File: config.mk
export PLATFORM = sky130hd
export DESIGN_NAME = npu_mem_arbiter_flat
export DESIGN_NICKNAME = d
export VERILOG_FILES = /design/src/rtl/npu_mem_pkg.sv /design/src/rtl/npu_mem_arbiter_if.sv /design/src/rtl/npu_mem_arbiter_sat_counter.sv /design/src/rtl/npu_mem_arbiter.sv /design/src/flat_wrapper.sv
export SDC_FILE = /design/constraint.sdc
export NUM_CORES = 1
export LEC_CHECK = 0
export CORE_ASPECT_RATIO = 1.1
export CORE_MARGIN = 1
export CORE_UTILIZATION = 25
export CTS_BUF_LIST = sky130_fd_sc_hd__clkbuf_8
export DETAILED_ROUTE_END_ITERATION = 16
export PLACE_DENSITY = 0.6
export SYNTH_ARGS = -nofsm -noshare
export SYNTH_HDL_FRONTEND = slang
export SYNTH_SLANG_ARGS = --single-unit
File: constraint.sdc
create_clock -name clk -period 4.13 [get_ports clk]
set_clock_uncertainty 0.05 [all_clocks]
set_input_delay 0.826 -clock clk [delete_from_list [all_inputs] [get_ports clk]]
set_output_delay 0.826 -clock clk [all_outputs]
set_load 0.005 [all_outputs]
File: src/rtl/npu_mem_pkg.sv
// npu_mem_pkg: shared state encoding, default widths and constants for the
// CPU/NPU data-memory arbiter.
package npu_mem_pkg;
    typedef enum logic [2:0] {IDLE, CPU_RD, NPU_GRANT, NPU_OWN, NPU_REL} arb_state_t;
    localparam int DEF_ADDR_W = 10;
    localparam int DEF_DATA_W = 32;
    localparam int DEF_CNT_W  = 16;
    localparam logic [31:0] NOP_DATA = 32'h0;
endpackage

File: src/rtl/npu_mem_arbiter_if.sv
// npu_mem_arbiter_if: CPU request, NPU job/SRAM and data-SRAM signals of the
// arbiter; slave is the arbiter's view, master the surrounding system's.
interface npu_mem_arbiter_if
    import npu_mem_pkg::*;
#(
    parameter int ADDR_W = DEF_ADDR_W,
    parameter int DATA_W = DEF_DATA_W,
    parameter int CNT_W  = DEF_CNT_W
) ();
    logic              memread_c;
    logic              memwrite_c;
    logic [31:0]       addr_c;
    logic [DATA_W-1:0] wd_c;
    logic [DATA_W-1:0] R_DATA;
    logic              mem_haz;
    logic              EN_NPU;
    logic [ADDR_W-1:0] matA, matB, matC;
    logic              acquire_npu;
    logic              npu_go;
    logic [ADDR_W-1:0] npu_matA, npu_matB, npu_matC;
    logic              npu_rd, npu_wr;
    logic [ADDR_W-1:0] npu_addr;
    logic [DATA_W-1:0] npu_wd;
    logic [DATA_W-1:0] npu_rdata;
    logic              npu_done;
    logic              mem_cs, mem_we;
    logic [ADDR_W-1:0] mem_addr;
    logic [DATA_W-1:0] mem_wdata;
    logic [DATA_W-1:0] mem_rdata;
    logic [CNT_W-1:0]  npu_cycles;

    modport slave (
        input  memread_c, memwrite_c, addr_c, wd_c, EN_NPU, matA, matB, matC,
               npu_rd, npu_wr, npu_addr, npu_wd, npu_done, mem_rdata,
        output R_DATA, mem_haz, acquire_npu, npu_go, npu_matA, npu_matB, npu_matC,
               npu_rdata, mem_cs, mem_we, mem_addr, mem_wdata, npu_cycles
    );

    modport master (
        output memread_c, memwrite_c, addr_c, wd_c, EN_NPU, matA, matB, matC,
               npu_rd, npu_wr, npu_addr, npu_wd, npu_done, mem_rdata,
        input  R_DATA, mem_haz, acquire_npu, npu_go, npu_matA, npu_matB, npu_matC,
               npu_rdata, mem_cs, mem_we, mem_addr, mem_wdata, npu_cycles
    );
endinterface

File: src/rtl/npu_mem_arbiter_sat_counter.sv
// sat_counter: up-counter with synchronous clear that sticks at all-ones.
module sat_counter #(
    parameter int W = 16
) (
    input  logic         clk,
    input  logic         rst_n,
    input  logic         clr,
    input  logic         en,
    output logic [W-1:0] q
);
    always_ff @(posedge clk or negedge rst_n) begin
        if (!rst_n) q <= '0;
        else if (clr) q <= '0;
        else if (en && !(&q)) q <= q + W'(1);
    end
endmodule

File: src/rtl/npu_mem_arbiter.sv
// npu_mem_arbiter: grants the single-port data SRAM to the CPU MEM stage or the
// NPU, stalling the CPU while the NPU owns the memory.
module npu_mem_arbiter
    import npu_mem_pkg::*;
#(
    parameter int ADDR_W = DEF_ADDR_W,
    parameter int DATA_W = DEF_DATA_W,
    parameter int CNT_W  = DEF_CNT_W
) (
    input logic              clk,
    input logic              rst,
    npu_mem_arbiter_if.slave bus
);
    localparam logic [DATA_W-1:0] NOP = DATA_W'(NOP_DATA);

    arb_state_t        state_q, state_d;
    logic [DATA_W-1:0] rdata_q, wdata;
    logic [ADDR_W-1:0] cpu_addr, addr;
    logic              cpu_req, cs, we, haz;
    logic              unused_addr;

    assign cpu_addr    = bus.addr_c[ADDR_W-1:0];
    assign unused_addr = ^bus.addr_c[31:ADDR_W];
    assign cpu_req     = bus.memread_c | bus.memwrite_c;

    always_ff @(posedge clk or negedge rst) begin
        if (!rst) begin
            state_q      <= IDLE;
            rdata_q      <= '0;
            bus.npu_matA <= '0;
            bus.npu_matB <= '0;
            bus.npu_matC <= '0;
        end else begin
            state_q <= state_d;
            if (state_q == CPU_RD) rdata_q <= bus.mem_rdata;
            // bases are captured on entry so they are valid alongside npu_go
            if (state_q == IDLE && state_d == NPU_GRANT) begin
                bus.npu_matA <= bus.matA;
                bus.npu_matB <= bus.matB;
                bus.npu_matC <= bus.matC;
            end
        end
    end

    always_comb begin
        state_d = state_q;
        cs      = 1'b0;
        we      = 1'b0;
        addr    = '0;
        wdata   = NOP;
        haz     = 1'b0;
        case (state_q)
            IDLE: begin
                cs      = cpu_req;
                we      = bus.memwrite_c;
                addr    = cpu_addr;
                wdata   = bus.memwrite_c ? bus.wd_c : NOP;
                haz     = bus.memread_c & ~bus.memwrite_c;
                state_d = bus.memwrite_c ? IDLE : bus.memread_c ? CPU_RD : bus.EN_NPU ? NPU_GRANT : IDLE;
            end
            CPU_RD: state_d = IDLE;
            NPU_GRANT: begin
                haz     = cpu_req;
                state_d = NPU_OWN;
            end
            NPU_OWN: begin
                haz     = cpu_req;
                cs      = bus.npu_rd | bus.npu_wr;
                we      = bus.npu_wr;
                addr    = bus.npu_addr;
                wdata   = bus.npu_wr ? bus.npu_wd : NOP;
                state_d = bus.npu_done ? NPU_REL : NPU_OWN;
            end
            NPU_REL: begin
                haz     = cpu_req;
                state_d = bus.EN_NPU ? NPU_REL : IDLE;
            end
            default: state_d = IDLE;
        endcase
    end

    // strobes are forced low while reset is held, independent of CPU inputs
    assign bus.mem_cs      = rst & cs;
    assign bus.mem_we      = rst & we;
    assign bus.mem_haz     = rst & haz;
    assign bus.mem_addr    = addr;
    assign bus.mem_wdata   = wdata;
    assign bus.R_DATA      = (state_q == CPU_RD) ? bus.mem_rdata : rdata_q;
    assign bus.npu_rdata   = bus.mem_rdata;
    assign bus.npu_go      = state_q == NPU_GRANT;
    assign bus.acquire_npu = state_q == NPU_REL;

    sat_counter #(.W(CNT_W)) u_cycles (
        .clk   (clk),
        .rst_n (rst),
        .clr   (state_q == NPU_GRANT),
        .en    (state_q == NPU_OWN),
        .q     (bus.npu_cycles)
    );
endmodule

File: src/flat_wrapper.sv
// flat-port wrapper written by rule: the top's interface ports become plain ports
module npu_mem_arbiter_flat import npu_mem_pkg::*;
#(
    parameter int ADDR_W = DEF_ADDR_W,
    parameter int DATA_W = DEF_DATA_W,
    parameter int CNT_W  = DEF_CNT_W
)
  (clk, rst, bus_memread_c, bus_memwrite_c, bus_addr_c, bus_wd_c, bus_EN_NPU, bus_matA, bus_matB, bus_matC, bus_npu_rd, bus_npu_wr, bus_npu_addr, bus_npu_wd, bus_npu_done, bus_mem_rdata, bus_R_DATA, bus_mem_haz, bus_acquire_npu, bus_npu_go, bus_npu_matA, bus_npu_matB, bus_npu_matC, bus_npu_rdata, bus_mem_cs, bus_mem_we, bus_mem_addr, bus_mem_wdata, bus_npu_cycles);
  npu_mem_arbiter_if #(.ADDR_W(ADDR_W), .DATA_W(DATA_W), .CNT_W(CNT_W)) bus_i ();
  input logic clk;
  input logic rst;
  input wire logic [$bits(bus_i.memread_c)-1:0] bus_memread_c;
  input wire logic [$bits(bus_i.memwrite_c)-1:0] bus_memwrite_c;
  input wire logic [$bits(bus_i.addr_c)-1:0] bus_addr_c;
  input wire logic [$bits(bus_i.wd_c)-1:0] bus_wd_c;
  input wire logic [$bits(bus_i.EN_NPU)-1:0] bus_EN_NPU;
  input wire logic [$bits(bus_i.matA)-1:0] bus_matA;
  input wire logic [$bits(bus_i.matB)-1:0] bus_matB;
  input wire logic [$bits(bus_i.matC)-1:0] bus_matC;
  input wire logic [$bits(bus_i.npu_rd)-1:0] bus_npu_rd;
  input wire logic [$bits(bus_i.npu_wr)-1:0] bus_npu_wr;
  input wire logic [$bits(bus_i.npu_addr)-1:0] bus_npu_addr;
  input wire logic [$bits(bus_i.npu_wd)-1:0] bus_npu_wd;
  input wire logic [$bits(bus_i.npu_done)-1:0] bus_npu_done;
  input wire logic [$bits(bus_i.mem_rdata)-1:0] bus_mem_rdata;
  output wire logic [$bits(bus_i.R_DATA)-1:0] bus_R_DATA;
  output wire logic [$bits(bus_i.mem_haz)-1:0] bus_mem_haz;
  output wire logic [$bits(bus_i.acquire_npu)-1:0] bus_acquire_npu;
  output wire logic [$bits(bus_i.npu_go)-1:0] bus_npu_go;
  output wire logic [$bits(bus_i.npu_matA)-1:0] bus_npu_matA;
  output wire logic [$bits(bus_i.npu_matB)-1:0] bus_npu_matB;
  output wire logic [$bits(bus_i.npu_matC)-1:0] bus_npu_matC;
  output wire logic [$bits(bus_i.npu_rdata)-1:0] bus_npu_rdata;
  output wire logic [$bits(bus_i.mem_cs)-1:0] bus_mem_cs;
  output wire logic [$bits(bus_i.mem_we)-1:0] bus_mem_we;
  output wire logic [$bits(bus_i.mem_addr)-1:0] bus_mem_addr;
  output wire logic [$bits(bus_i.mem_wdata)-1:0] bus_mem_wdata;
  output wire logic [$bits(bus_i.npu_cycles)-1:0] bus_npu_cycles;
  assign bus_i.memread_c = bus_memread_c;
  assign bus_i.memwrite_c = bus_memwrite_c;
  assign bus_i.addr_c = bus_addr_c;
  assign bus_i.wd_c = bus_wd_c;
  assign bus_i.EN_NPU = bus_EN_NPU;
  assign bus_i.matA = bus_matA;
  assign bus_i.matB = bus_matB;
  assign bus_i.matC = bus_matC;
  assign bus_i.npu_rd = bus_npu_rd;
  assign bus_i.npu_wr = bus_npu_wr;
  assign bus_i.npu_addr = bus_npu_addr;
  assign bus_i.npu_wd = bus_npu_wd;
  assign bus_i.npu_done = bus_npu_done;
  assign bus_i.mem_rdata = bus_mem_rdata;
  assign bus_R_DATA = bus_i.R_DATA;
  assign bus_mem_haz = bus_i.mem_haz;
  assign bus_acquire_npu = bus_i.acquire_npu;
  assign bus_npu_go = bus_i.npu_go;
  assign bus_npu_matA = bus_i.npu_matA;
  assign bus_npu_matB = bus_i.npu_matB;
  assign bus_npu_matC = bus_i.npu_matC;
  assign bus_npu_rdata = bus_i.npu_rdata;
  assign bus_mem_cs = bus_i.mem_cs;
  assign bus_mem_we = bus_i.mem_we;
  assign bus_mem_addr = bus_i.mem_addr;
  assign bus_mem_wdata = bus_i.mem_wdata;
  assign bus_npu_cycles = bus_i.npu_cycles;
  npu_mem_arbiter #(.ADDR_W(ADDR_W), .DATA_W(DATA_W), .CNT_W(CNT_W)) u_core (.clk(clk), .rst(rst), .bus(bus_i));
endmodule
After elaboration in Yosys (flattened, before gate mapping)
Cells that the tools add are included.

storage, ports and cells
  register bits = 81
  input port bits = 176
  output and inout port bits = 157
  word-level logic and storage cells = 42

operators by class
  add/sub/neg operators = 1
  equality and inequality tests = 5
  mux-type cells = 16
  bitwise logic cells = 7
  reduce and logical (&&, ||, !) cells = 7

operators with widths
  cell                                            number
  two-way mux 32 bit                              3
  one-hot mux 32 bit (2 select lines)             1
  two-way mux 16 bit                              2
  one-hot mux 10 bit (2 select lines)             1
  adder 16 x 1 -> 16 bit (second input constant)  1
  AND reduction 16 bit                            1
  two-way mux 3 bit                               4
  one-hot mux 3 bit (4 select lines)              1
  == test 3 x 2 -> 1 bit (second input constant)  3
  one-hot mux 1 bit (2 select lines)              3
  bitwise AND 1 bit                               4
  == test 3 x 1 -> 1 bit (second input constant)  1
  == test 3 bit (second input constant)           1
  zero test 3 bit                                 1
  OR reduction 3 bit                              1
  logical AND 1 bit                               2
  two-way mux 2 bit                               1
  bitwise OR 1 bit                                2
  nonzero test 2 bit                              1
  zero test 1 bit                                 1
  inverter 1 bit                                  1

Logic depth before layout (Yosys ltp)
Gate-level depths: netlist (run 1).

  depth after elaboration = 6
  depth in mapped cells = 7
  mapped depth without buffers = 5

Hierarchy
From an unflattened synthesis (run 1), not the netlist that was laid out.

unflattened totals
  cells, all modules = 354
  area total of the unflattened synthesis = 4,137.7 µm²

modules (own cells, without submodules)
  module           times used  cells each  area an instance (µm²)
  npu_mem_arbiter  1           259         3,218.1
  sat_counter      1           95          919.6

Worst setup path after synthesis (run 1)
OpenSTA, ideal clock, no wires.

  kind = flip-flop to output port
  from = reg u_core.state_q[2]
  to = out bus_mem_wdata[0]
  arrival = 1.643 ns
  data required time = 3.254 ns
  setup slack = 1.611 ns
  cell stages (with the launch flop) = 8
  cells stage by stage = dfrtp_1 -> buf_6 -> and3b_1 -> clkbuf_1 -> and2_1 -> clkbuf_1 -> clkbuf_1 -> a22o_1

between the ends
  word-level cells in the longest chain between the ends = 2
  elaborated cells between the ends (all ways) = 3
  classes of those cells = eq/ne: 1; mux: 1; reduce/logical: 1

ends and longest elaborated chain
  item                                                       RTL line               text
  start: declaration                                         npu_mem_arbiter.sv:16  arb_state_t state_q, state_d;
  start signal: assignment                                   npu_mem_arbiter.sv:34  state_q <= state_d;
  == test 3 x 2 -> 1 bit or zero test 3 bit (tied branches)  npu_mem_arbiter.sv:52  case (state_q)
  one-hot mux 32 bit (2 select lines) *                      npu_mem_arbiter.sv:52
  end: declaration                                           flat_wrapper.sv:37     output wire logic [$bits(bus_i.mem_wdata)-1:0] bus_mem_wdata;

Every way passes the cells marked *; elsewhere a longest branch is shown, timed or not.

Worst setup path in the final report (run 1)
  from = reg u_core.state_q[2]
  to = out bus_mem_wdata[3]

Same word-level chain as after synthesis.

==> results of run 1 <==
layer usage:
| layer | global-route usage (%) | vias up | part of all wire, % |
|---|---|---|---|
| met3 | 5.67 | 8 | 8.9 |
| met2 | 32.6 | 215 | 54 |
| met5 | 0 | - | 0 |
| li1 | - | 1833 | - |
| met1 | 18.0 | 1877 | 36 |
| met4 | 4.75 | 0 | 1.1 |
final timing paths:
| kind | from | to | slack (ns) |
|---|---|---|---|
| worst max-delay path | u_core.state_q[2] | bus_mem_wdata[3] | 0.56 |
| worst min-delay path | rst | u_core.bus.npu_matC[1] | 0.42 |
| worst max register to register | u_core.state_q[2] | u_core.u_cycles.q[13] | 1.84 |
| worst min register to register | u_core.rdata_q[28] | u_core.rdata_q[28] | 0.44 |
| max in group asynchronous | rst | u_core.bus.npu_matC[8] | 2.55 |
| min in group clk | u_core.rdata_q[28] | u_core.rdata_q[28] | 0.44 |
power groups by stage:
stage / Clock (mW) / Sequential (mW) / Combinational (mW)
6_report: 0.701 / 1.28 / 2.31
2_1_floorplan: 0 / 1.26 / 0.941
5_1_grt: 0.762 / 1.33 / 2.48
3_5_place_dp: 0 / 1.30 / 2.34
3_3_place_gp: 0 / 1.28 / 2.31
4_1_cts: 0.733 / 1.28 / 2.35
registers in the layout, summed over array words and instances, names as in the netlist:
signal	count
u_core.rdata_q	32
u_core.u_cycles.q	16
u_core.bus.npu_matA	10
u_core.bus.npu_matB	10
u_core.bus.npu_matC	10
u_core.state_q	3
layout make-up:
| class | instances | area share, % |
|---|---|---|
| repair buffers | 318 | 42.6 |
| flip-flops and latches | 81 | 27.3 |
| multi-input cells | 207 | 23.0 |
| well taps | 200 | 3.37 |
| clock buffers | 9 | 1.67 |
| clock inverters | 7 | 1.60 |
| inverters | 10 | 0.505 |
through the flow:
step	setup WS [ns]	hold slack, ns	instance area, um^2	utilization, %
3_3_place_gp	0.606	0.418	7180	45.1
3_5_place_dp	0.582	0.427	7180	45.1
4_1_cts	0.516	0.421	7430	46.7
2_1_floorplan	1.61	0.426	4120	-
5_1_grt	0.427	0.425	7430	46.7
6_report	0.564	0.424	7430	46.7
placed cells by master, fill, tap and decap left out, types with 5 or more instances in the layout:
master           netlist  final
o31ai_1                9      9
nand2_1                8      8
o311ai_0               5      5
a22oi_1               12     12
buf_4                 32      9
clkbuf_8               0      9
nand3_1                6      6
a21oi_1                8      8
inv_1                  9     10
mux2_2                60     60
clkdlybuf4s50_1        0    309
or4_1                  7      7
dfrtp_1               81     81
a22o_1                33     33
nor2_1                15     15
nor3_1                 5      5
kinds of logic after synthesis:
group | after synthesis | synth area share, %
adders and majority gates | 1 | 0.304
DFF | 81 | 49.2
buffers and inverters | 67 | 9.27
muxes | 63 | 17.2
AOI/OAI and AO/OA | 80 | 15.2
and+or+nand+nor | 63 | 8.78
==> report_table.html, run 1 <==
<table>
<tr><th>Metric</th><th>Value</th></tr>
<tr><th colspan="2">Run status</th></tr>
<tr><td>Outcome</td><td>finished, final reports clean</td></tr>
<tr><th colspan="2">Yosys</th></tr>
<tr><td>Dominant synthesized flop cell</td><td>dfrtp_1</td></tr>
<tr><td>Number of cells produced by synthesis</td><td>355</td></tr>
<tr><td>Total number of yosys warnings</td><td>0</td></tr>
<tr><td>Share of Yosys cell area claimed by the top area cell type</td><td>49.2%</td></tr>
<tr><td>Post-synthesis instance area</td><td>4120 um^2</td></tr>
<tr><td>Number of synthesized flops with an enable pin</td><td>0</td></tr>
<tr><td>FF+latch count, synth</td><td>81</td></tr>
<tr><td>Proportion of synthesized chip area in sequential cells</td><td>49.2%</td></tr>
<tr><td>Fraction of synthesis flops using an asynchronous set or reset pin</td><td>100%</td></tr>
<tr><td>Count leader, synth</td><td>dfrtp_1</td></tr>
<tr><td>Commonest cells in the netlist</td><td>81 x dfrtp_1, 60 x mux2_2, 33 x a22o_1</td></tr>
<tr><td>Net count after synthesis</td><td>532</td></tr>
<tr><td>Unique masters post-synth</td><td>42</td></tr>
<tr><td>Top cell type by total area after synthesis</td><td>dfrtp_1</td></tr>
<tr><td>Main area contributors after synthesis</td><td>dfrtp_1 49%, mux2_2 16%, a22o_1 7.0%, buf_4 5.8%, a22oi_1 2.2%</td></tr>
<tr><td>Average footprint of a synthesized cell</td><td>11.6 um^2</td></tr>
<tr><th colspan="2">Place</th></tr>
<tr><td>I/O Buffers</td><td>310</td></tr>
<tr><td>Post-DP HPWL</td><td>11.8 mm</td></tr>
<tr><td>Final weighted congestion in routability-driven placement</td><td>0.756</td></tr>
<tr><td>Placed Instances</td><td>816</td></tr>
<tr><th colspan="2">Worst setup path</th></tr>
<tr><td>Required time of the critical path</td><td>3.25 ns</td></tr>
<tr><td>Kind of end point of the critical path</td><td>output port</td></tr>
<tr><td>Family with the most delay on the worst path</td><td>buffers and inverters</td></tr>
<tr><td>Worst Path Buf+Inv</td><td>2</td></tr>
<tr><td>Kind of start point of the critical path</td><td>flop</td></tr>
<tr><td>Critical path's slowest cell</td><td>dfrtp_1</td></tr>
<tr><td>Stage delay of the slowest cell on the critical path</td><td>0.58 ns</td></tr>
<tr><td>Worst Reg2Reg Path Length in Cells</td><td>4</td></tr>
<tr><td>Path type of the worst setup path</td><td>flop to output port</td></tr>
<tr><td>Arrival @ worst endpoint</td><td>2.69 ns</td></tr>
<tr><td>Critical path, cell by cell</td><td>and3b_1 &gt; and2_1 &gt; buf_4 &gt; a22o_1 &gt; clkdlybuf4s50_1</td></tr>
<tr><td>CP Max Fanout</td><td>33</td></tr>
<tr><td>Number of stages on the worst setup path</td><td>5</td></tr>
<tr><th colspan="2">Pwr</th></tr>
<tr><td>Power spent charging and discharging nets</td><td>1.27 mW</td></tr>
<tr><td>Relative contribution of sequential cells to total power</td><td>29.8%</td></tr>
<tr><td>Switching Share</td><td>29.7%</td></tr>
<tr><td>Internal power component</td><td>3.02 mW</td></tr>
<tr><td>Power Dens Cells</td><td>578 nW/um^2</td></tr>
<tr><td>Peak supply drop</td><td>285 uV</td></tr>
<tr><td>Post-layout power</td><td>4.29 mW</td></tr>
<tr><td>Static leakage</td><td>2.94 nW</td></tr>
<tr><td>Combinational fraction of design power</td><td>53.8%</td></tr>
<tr><td>Part of the total power dissipated in the clock network</td><td>16.3%</td></tr>
<tr><th colspan="2">Clock tree</th></tr>
<tr><td>CTS tree</td><td>done</td></tr>
<tr><td>CTS Hold Bufs</td><td>0</td></tr>
<tr><td>Later-pin clock latency in the skew report</td><td>0.34 ns</td></tr>
<tr><td>Number of clock sinks</td><td>81</td></tr>
<tr><td>Resized Gates After CTS</td><td>0</td></tr>
<tr><td>Clock edge transition at the registers on the reported setup and hold paths</td><td>0.09 ns</td></tr>
<tr><td>Total clock buffers created by CTS</td><td>9</td></tr>
<tr><td>Clk Tree Root Cell</td><td>clkbuf_8</td></tr>
<tr><td>Setup repair bufs after CTS</td><td>0</td></tr>
<tr><td>CTS HTree Levels</td><td>3</td></tr>
<tr><td>Deepest clock path buffer count</td><td>2</td></tr>
<tr><th colspan="2">Routing</th></tr>
<tr><td>Remaining design rule violation count</td><td>0</td></tr>
<tr><td>Vias after detailed routing</td><td>3,933</td></tr>
<tr><td>Drt wl/cell</td><td>17.8 um</td></tr>
<tr><td>Total iterations of the first detailed-routing run</td><td>4</td></tr>
<tr><td>Via density per instance</td><td>4.73</td></tr>
<tr><td>Initial drt markers</td><td>182</td></tr>
<tr><td>Wirelength, routed</td><td>14.8 mm</td></tr>
<tr><td>Final antenna-violating net count</td><td>0</td></tr>
<tr><th colspan="2">Timing</th></tr>
<tr><td>Number of pins exceeding their max-slew limit in the final report</td><td>0</td></tr>
<tr><td>Final setup TNS</td><td>0 ns</td></tr>
<tr><td>FMAX</td><td>280 MHz</td></tr>
<tr><td>Share of the cycle needed by the critical path after routing</td><td>86.3%</td></tr>
<tr><td>Headroom to the max-slew limit</td><td>51.3%</td></tr>
<tr><td>Slew at the pin closest to its max-slew limit</td><td>0.730 ns</td></tr>
<tr><td>Number of failing hold endpoints at the final stage</td><td>0</td></tr>
<tr><td>Post-layout minimum cycle time</td><td>3.57 ns</td></tr>
<tr><td>Setup-violating endpoint count in the final report</td><td>0</td></tr>
<tr><td>Setup repair after global routing missed its margin</td><td>no</td></tr>
<tr><th colspan="2">Finish</th></tr>
<tr><td>Antenna cell count</td><td>0</td></tr>
<tr><td>Sequential cell area</td><td>2030 um^2</td></tr>
<tr><td>Fill cells</td><td>1,440</td></tr>
<tr><td>Fraction of final layout cells sized beyond drive strength 1</td><td>13.9%</td></tr>
<tr><td>Post-layout nets</td><td>804</td></tr>
<tr><td>Final std cells w/o fill</td><td>832</td></tr>
<tr><td>Area added between synthesis and finish</td><td>80.4%</td></tr>
<tr><td>Total area of multi-input combinational cells</td><td>1710 um^2</td></tr>
<tr><th colspan="2">Die</th></tr>
<tr><td>Placeable core area</td><td>15,900 um^2</td></tr>
<tr><td>Starting utilization of the core area</td><td>25.9%</td></tr>
<tr><td>Cell row count</td><td>48</td></tr>
<tr><td>IO Pins</td><td>333</td></tr>
<tr><td>DIE AREA</td><td>17,000 um^2</td></tr>
<tr><td>Die Height</td><td>137 um</td></tr>
<tr><td>Overall die width</td><td>124 um</td></tr>
<tr><th colspan="2">GRT</th></tr>
<tr><td>Gr usage total</td><td>17.1%</td></tr>
<tr><td>Antenna violations before repair</td><td>0</td></tr>
<tr><td>First-pass GRT wire length</td><td>22.7 mm</td></tr>
<tr><td>Via count of the first global-routing pass</td><td>4,133</td></tr>
<tr><td>Maximum number of pins on one net before global-route repair</td><td>58</td></tr>
<tr><td>GRT Residual Overflow</td><td>0</td></tr>
<tr><th colspan="2">Run</th></tr>
<tr><td>Max Cap Viol</td><td>0</td></tr>
<tr><th colspan="2">Worst hold path</th></tr>
<tr><td>Hold WC Path Type</td><td>primary input to asynchronous set/reset pin</td></tr>
</table>
(Power assumes the default switching activity.)
==> run 2: changes to the inputs <==
--- a/config.mk
+++ b/config.mk
@@ -6,9 +6,8 @@
 export NUM_CORES = 1
 export LEC_CHECK = 0
 export CORE_ASPECT_RATIO = 1.1
-export CORE_MARGIN = 1
+export CORE_MARGIN = 2
 export CORE_UTILIZATION = 25
-export CTS_BUF_LIST = sky130_fd_sc_hd__clkbuf_8
 export DETAILED_ROUTE_END_ITERATION = 16
 export PLACE_DENSITY = 0.6
 export SYNTH_ARGS = -nofsm -noshare
==> run 2 against run 1 <==
  * Non-clock buffer count down 1
  * Total power up 2.6%
  * Sequential power about the same
  * Via count down 0.23%
  * Setup slack better by 0.039 ns
  * Flip-flop and latch count unchanged
  * Critical path type is now primary input to output port
  * Largest cell class unchanged
  * Routed wire length down 2.2%
  * Combinational power about the same
  * Highest routed layer unchanged
==> report_table.html, run 2 (synthesis gave the netlist of run 1 again) <==
<table>
<tr><th>Metric</th><th>Value</th></tr>
<tr><th colspan="2">GRT</th></tr>
<tr><td>GRT Residual Overflow</td><td>0 (unchanged)</td></tr>
<tr><td>Antenna violations before repair</td><td>1 (+1)</td></tr>
<tr><td>Via count of the first global-routing pass</td><td>4,059 (-1.8%)</td></tr>
<tr><td>Maximum number of pins on one net before global-route repair</td><td>66 (+14%)</td></tr>
<tr><td>First-pass GRT wire length</td><td>22.2 mm (-2.6%)</td></tr>
<tr><td>Gr usage total</td><td>16.0% (-1.2 points)</td></tr>
<tr><th colspan="2">Worst setup path</th></tr>
<tr><td>Path type of the worst setup path</td><td>primary input to output port</td></tr>
<tr><td>Critical path's slowest cell</td><td>clkdlybuf4s50_1</td></tr>
<tr><td>Stage delay of the slowest cell on the critical path</td><td>0.55 ns (-0.03 ns)</td></tr>
<tr><td>CP Max Fanout</td><td>33 (unchanged)</td></tr>
<tr><td>Critical path, cell by cell</td><td>clkdlybuf4s50_1 &gt; and3_1 &gt; buf_4 &gt; a22o_1 &gt; clkdlybuf4s50_1</td></tr>
<tr><td>Worst Reg2Reg Path Length in Cells</td><td>4 (unchanged)</td></tr>
<tr><td>Arrival @ worst endpoint</td><td>2.65 ns (-0.04 ns)</td></tr>
<tr><td>Kind of start point of the critical path</td><td>primary input</td></tr>
<tr><td>Cell occurring most often along the worst timing path</td><td>clkdlybuf4s50_1</td></tr>
<tr><td>Reg-to-reg startpoint</td><td>u_core.state_q[2]</td></tr>
<tr><td>Register-to-register path setup slack</td><td>1.81 ns (-0.03 ns)</td></tr>
<tr><td>Kind of end point of the critical path</td><td>output port</td></tr>
<tr><td>Destination of the worst register-to-register timing path</td><td>u_core.u_cycles.q[13]</td></tr>
<tr><td>Required time of the critical path</td><td>3.25 ns (about the same)</td></tr>
<tr><th colspan="2">Timing</th></tr>
<tr><td>Number of failing hold endpoints at the final stage</td><td>0 (unchanged)</td></tr>
<tr><td>Slew at the pin closest to its max-slew limit</td><td>0.842 ns (+0.112 ns)</td></tr>
<tr><td>Final setup TNS</td><td>0 ns (unchanged)</td></tr>
<tr><td>Share of the cycle needed by the critical path after routing</td><td>85.4% (-0.94 points)</td></tr>
<tr><td>Headroom to the max-slew limit</td><td>43.8% (-7.5 points)</td></tr>
<tr><td>Setup-violating endpoint count in the final report</td><td>0 (unchanged)</td></tr>
<tr><td>Number of pins exceeding their max-slew limit in the final report</td><td>0 (unchanged)</td></tr>
<tr><td>FMAX</td><td>284 MHz (+1.1%)</td></tr>
<tr><td>Post-layout minimum cycle time</td><td>3.53 ns (-0.0388 ns)</td></tr>
<tr><td>Setup repair after global routing missed its margin</td><td>no</td></tr>
<tr><th colspan="2">Die</th></tr>
<tr><td>Cell row count</td><td>49 (+2.1%)</td></tr>
<tr><td>Overall die width</td><td>126 um (+1.6%)</td></tr>
<tr><td>Placeable core area</td><td>16,200 um^2 (+2.1%)</td></tr>
<tr><td>DIE AREA</td><td>17,500 um^2 (+3.1%)</td></tr>
<tr><td>IO Pins</td><td>333 (unchanged)</td></tr>
<tr><td>Starting utilization of the core area</td><td>25.3% (-0.53 points)</td></tr>
<tr><td>Die Height</td><td>139 um (+1.5%)</td></tr>
<tr><th colspan="2">Run status</th></tr>
<tr><td>Outcome</td><td>finished, final reports clean</td></tr>
<tr><th colspan="2">Finish</th></tr>
<tr><td>Post-route core utilization</td><td>46.2% (-0.51 points)</td></tr>
<tr><td>Final std cells w/o fill</td><td>836 (+0.48%)</td></tr>
<tr><td>Number of flip-flops under the largest register name</td><td>32 (unchanged)</td></tr>
<tr><td>Reg with most FFs</td><td>u_core.rdata_q</td></tr>
<tr><td>Sequential cell area</td><td>2030 um^2 (unchanged)</td></tr>
<tr><td>Registers with the highest flip-flop counts</td><td>u_core.rdata_q x32, u_core.u_cycles.q x16</td></tr>
<tr><td>Fraction of final layout cells sized beyond drive strength 1</td><td>13.9% (+0.022 points)</td></tr>
<tr><td>Fill cells</td><td>1,509 (+4.8%)</td></tr>
<tr><td>Total area of multi-input combinational cells</td><td>1710 um^2 (unchanged)</td></tr>
<tr><td>Most common library cell in the layout ignoring fill and taps</td><td>clkdlybuf4s50_1</td></tr>
<tr><td>Most used cells in the layout excluding fill and tap cells</td><td>309 x clkdlybuf4s50_1, 81 x dfrtp_1, 60 x mux2_2</td></tr>
<tr><td>Area added between synthesis and finish</td><td>82.2%</td></tr>
<tr><td>Cell area after layout</td><td>7500 um^2 (+0.98%)</td></tr>
<tr><td>Post-layout nets</td><td>803 (-0.12%)</td></tr>
<tr><th colspan="2">Routing</th></tr>
<tr><td>Total iterations of the first detailed-routing run</td><td>4 (unchanged)</td></tr>
<tr><td>Wirelength, routed</td><td>14.5 mm (-2.2%)</td></tr>
<tr><td>Initial drt markers</td><td>163 (-10%)</td></tr>
<tr><td>Drt wl/cell</td><td>17.3 um (-2.6%)</td></tr>
<tr><td>Via density per instance</td><td>4.69 (-0.71%)</td></tr>
<tr><td>Remaining design rule violation count</td><td>0 (unchanged)</td></tr>
<tr><td>Final antenna-violating net count</td><td>0 (unchanged)</td></tr>
<tr><td>Vias after detailed routing</td><td>3,924 (-0.23%)</td></tr>
<tr><th colspan="2">Clock tree</th></tr>
<tr><td>Number of clock sinks</td><td>81 (unchanged)</td></tr>
<tr><td>Setup repair bufs after CTS</td><td>0 (unchanged)</td></tr>
<tr><td>Later-pin clock latency in the skew report</td><td>0.33 ns (about the same)</td></tr>
<tr><td>CTS tree</td><td>done</td></tr>
<tr><td>Resized Gates After CTS</td><td>0 (unchanged)</td></tr>
<tr><td>Deepest clock path buffer count</td><td>2 (unchanged)</td></tr>
<tr><td>Total clock buffers created by CTS</td><td>9 (unchanged)</td></tr>
<tr><td>CTS Hold Bufs</td><td>0 (unchanged)</td></tr>
<tr><td>Clk Tree Root Cell</td><td>clkbuf_16</td></tr>
<tr><td>Clock edge transition at the registers on the reported setup and hold paths</td><td>0.06 ns (-0.03 ns)</td></tr>
<tr><td>CTS HTree Levels</td><td>3 (unchanged)</td></tr>
<tr><th colspan="2">Place</th></tr>
<tr><td>Placed cell areas</td><td>7180 um^2 (about the same)</td></tr>
<tr><td>Placed Instances</td><td>819 (+0.37%)</td></tr>
<tr><td>I/O Buffers</td><td>310 (unchanged)</td></tr>
<tr><td>Post-DP HPWL</td><td>11.6 mm (-1.6%)</td></tr>
<tr><td>Final weighted congestion in routability-driven placement</td><td>0.829 (+9.6%)</td></tr>
<tr><th colspan="2">Pwr</th></tr>
<tr><td>Peak supply drop</td><td>196 uV (-31%)</td></tr>
<tr><td>Power Dens Cells</td><td>587 nW/um^2 (+1.6%)</td></tr>
<tr><td>Post-layout power</td><td>4.40 mW (+2.6%)</td></tr>
<tr><td>Static leakage</td><td>2.96 nW (+0.76%)</td></tr>
<tr><th colspan="2">Run</th></tr>
<tr><td>Max Cap Viol</td><td>0 (unchanged)</td></tr>
<tr><th colspan="2">Worst hold path</th></tr>
<tr><td>Hold WC Path Type</td><td>primary input to asynchronous set/reset pin</td></tr>
</table>
run 2: cell type report:
| class | instances | share of cell area (%) |
|---|---|---|
| Timing Repair Buffer | 317 | 42.0 |
| Multi-Input combinational cell | 207 | 22.8 |
| Clock inverter | 5 | 0.834 |
| Tap cell | 204 | 3.40 |
| Sequential cell | 81 | 27.0 |
| Antenna cell | 1 | 0.0334 |
| Inverter | 10 | 0.501 |
| Clock buffer | 11 | 3.37 |
run 2: per-layer routing:
metal | global-route usage (%) | vias up | share of wire [%]
met3 | 5.48 | 11 | 9.6
met2 | 30.3 | 218 | 53
met4 | 4.28 | 0 | 1.3
met5 | 0 | - | 0
li1 | - | 1840 | -
met1 | 16.5 | 1855 | 36
run 2: how the worst max path moves through the flow:
stage	start	to	slack, ns	cells after the start
finish	bus_memwrite_c	bus_mem_wdata[28]	0.60	5
global route	u_core.state_q[2]	bus_mem_wdata[8]	0.49	5
CTS	bus_memwrite_c	bus_mem_wdata[9]	0.59	5
detailed placement	bus_memwrite_c	bus_mem_wdata[9]	0.60	5
global placement	bus_memwrite_c	bus_mem_wdata[9]	0.62	5
floorplan	u_core.state_q[2]	bus_mem_wdata[0]	1.61	7
run 2: power breakdown:
| part | switching, mW | total [mW] | internal, mW |
|---|---|---|---|
| Clock | 0.323 | 0.827 | 0.504 |
| Sequential | 0.160 | 1.28 | 1.12 |
| Combinational | 0.800 | 2.29 | 1.49 |
run 2: through the flow:
step                      setup slack (ns)  hold slack, ns
after floorplan                       1.61           0.426
after global placement               0.619           0.416
after detailed placement             0.597           0.426
after CTS                            0.587           0.308
after global routing                 0.488           0.317
final                                0.603           0.315
run 2: critical path: cells and delay by family:
family | cells | cell delay, ns
simple gates | 1 | 0.17
buf+inv | 3 | 1.39
compound gates | 1 | 0.25
==> run 3: changes to the inputs <==
--- a/config.mk
+++ b/config.mk
@@ -5,6 +5,7 @@
 export SDC_FILE = /design/constraint.sdc
 export NUM_CORES = 1
 export LEC_CHECK = 0
+export ABC_CLOCK_PERIOD_IN_PS = 4130
 export CORE_ASPECT_RATIO = 1.1
 export CORE_MARGIN = 2
 export CORE_UTILIZATION = 25
==> results of run 3 <==
The final DEF is identical to that of run 2; final timing and power are the same.
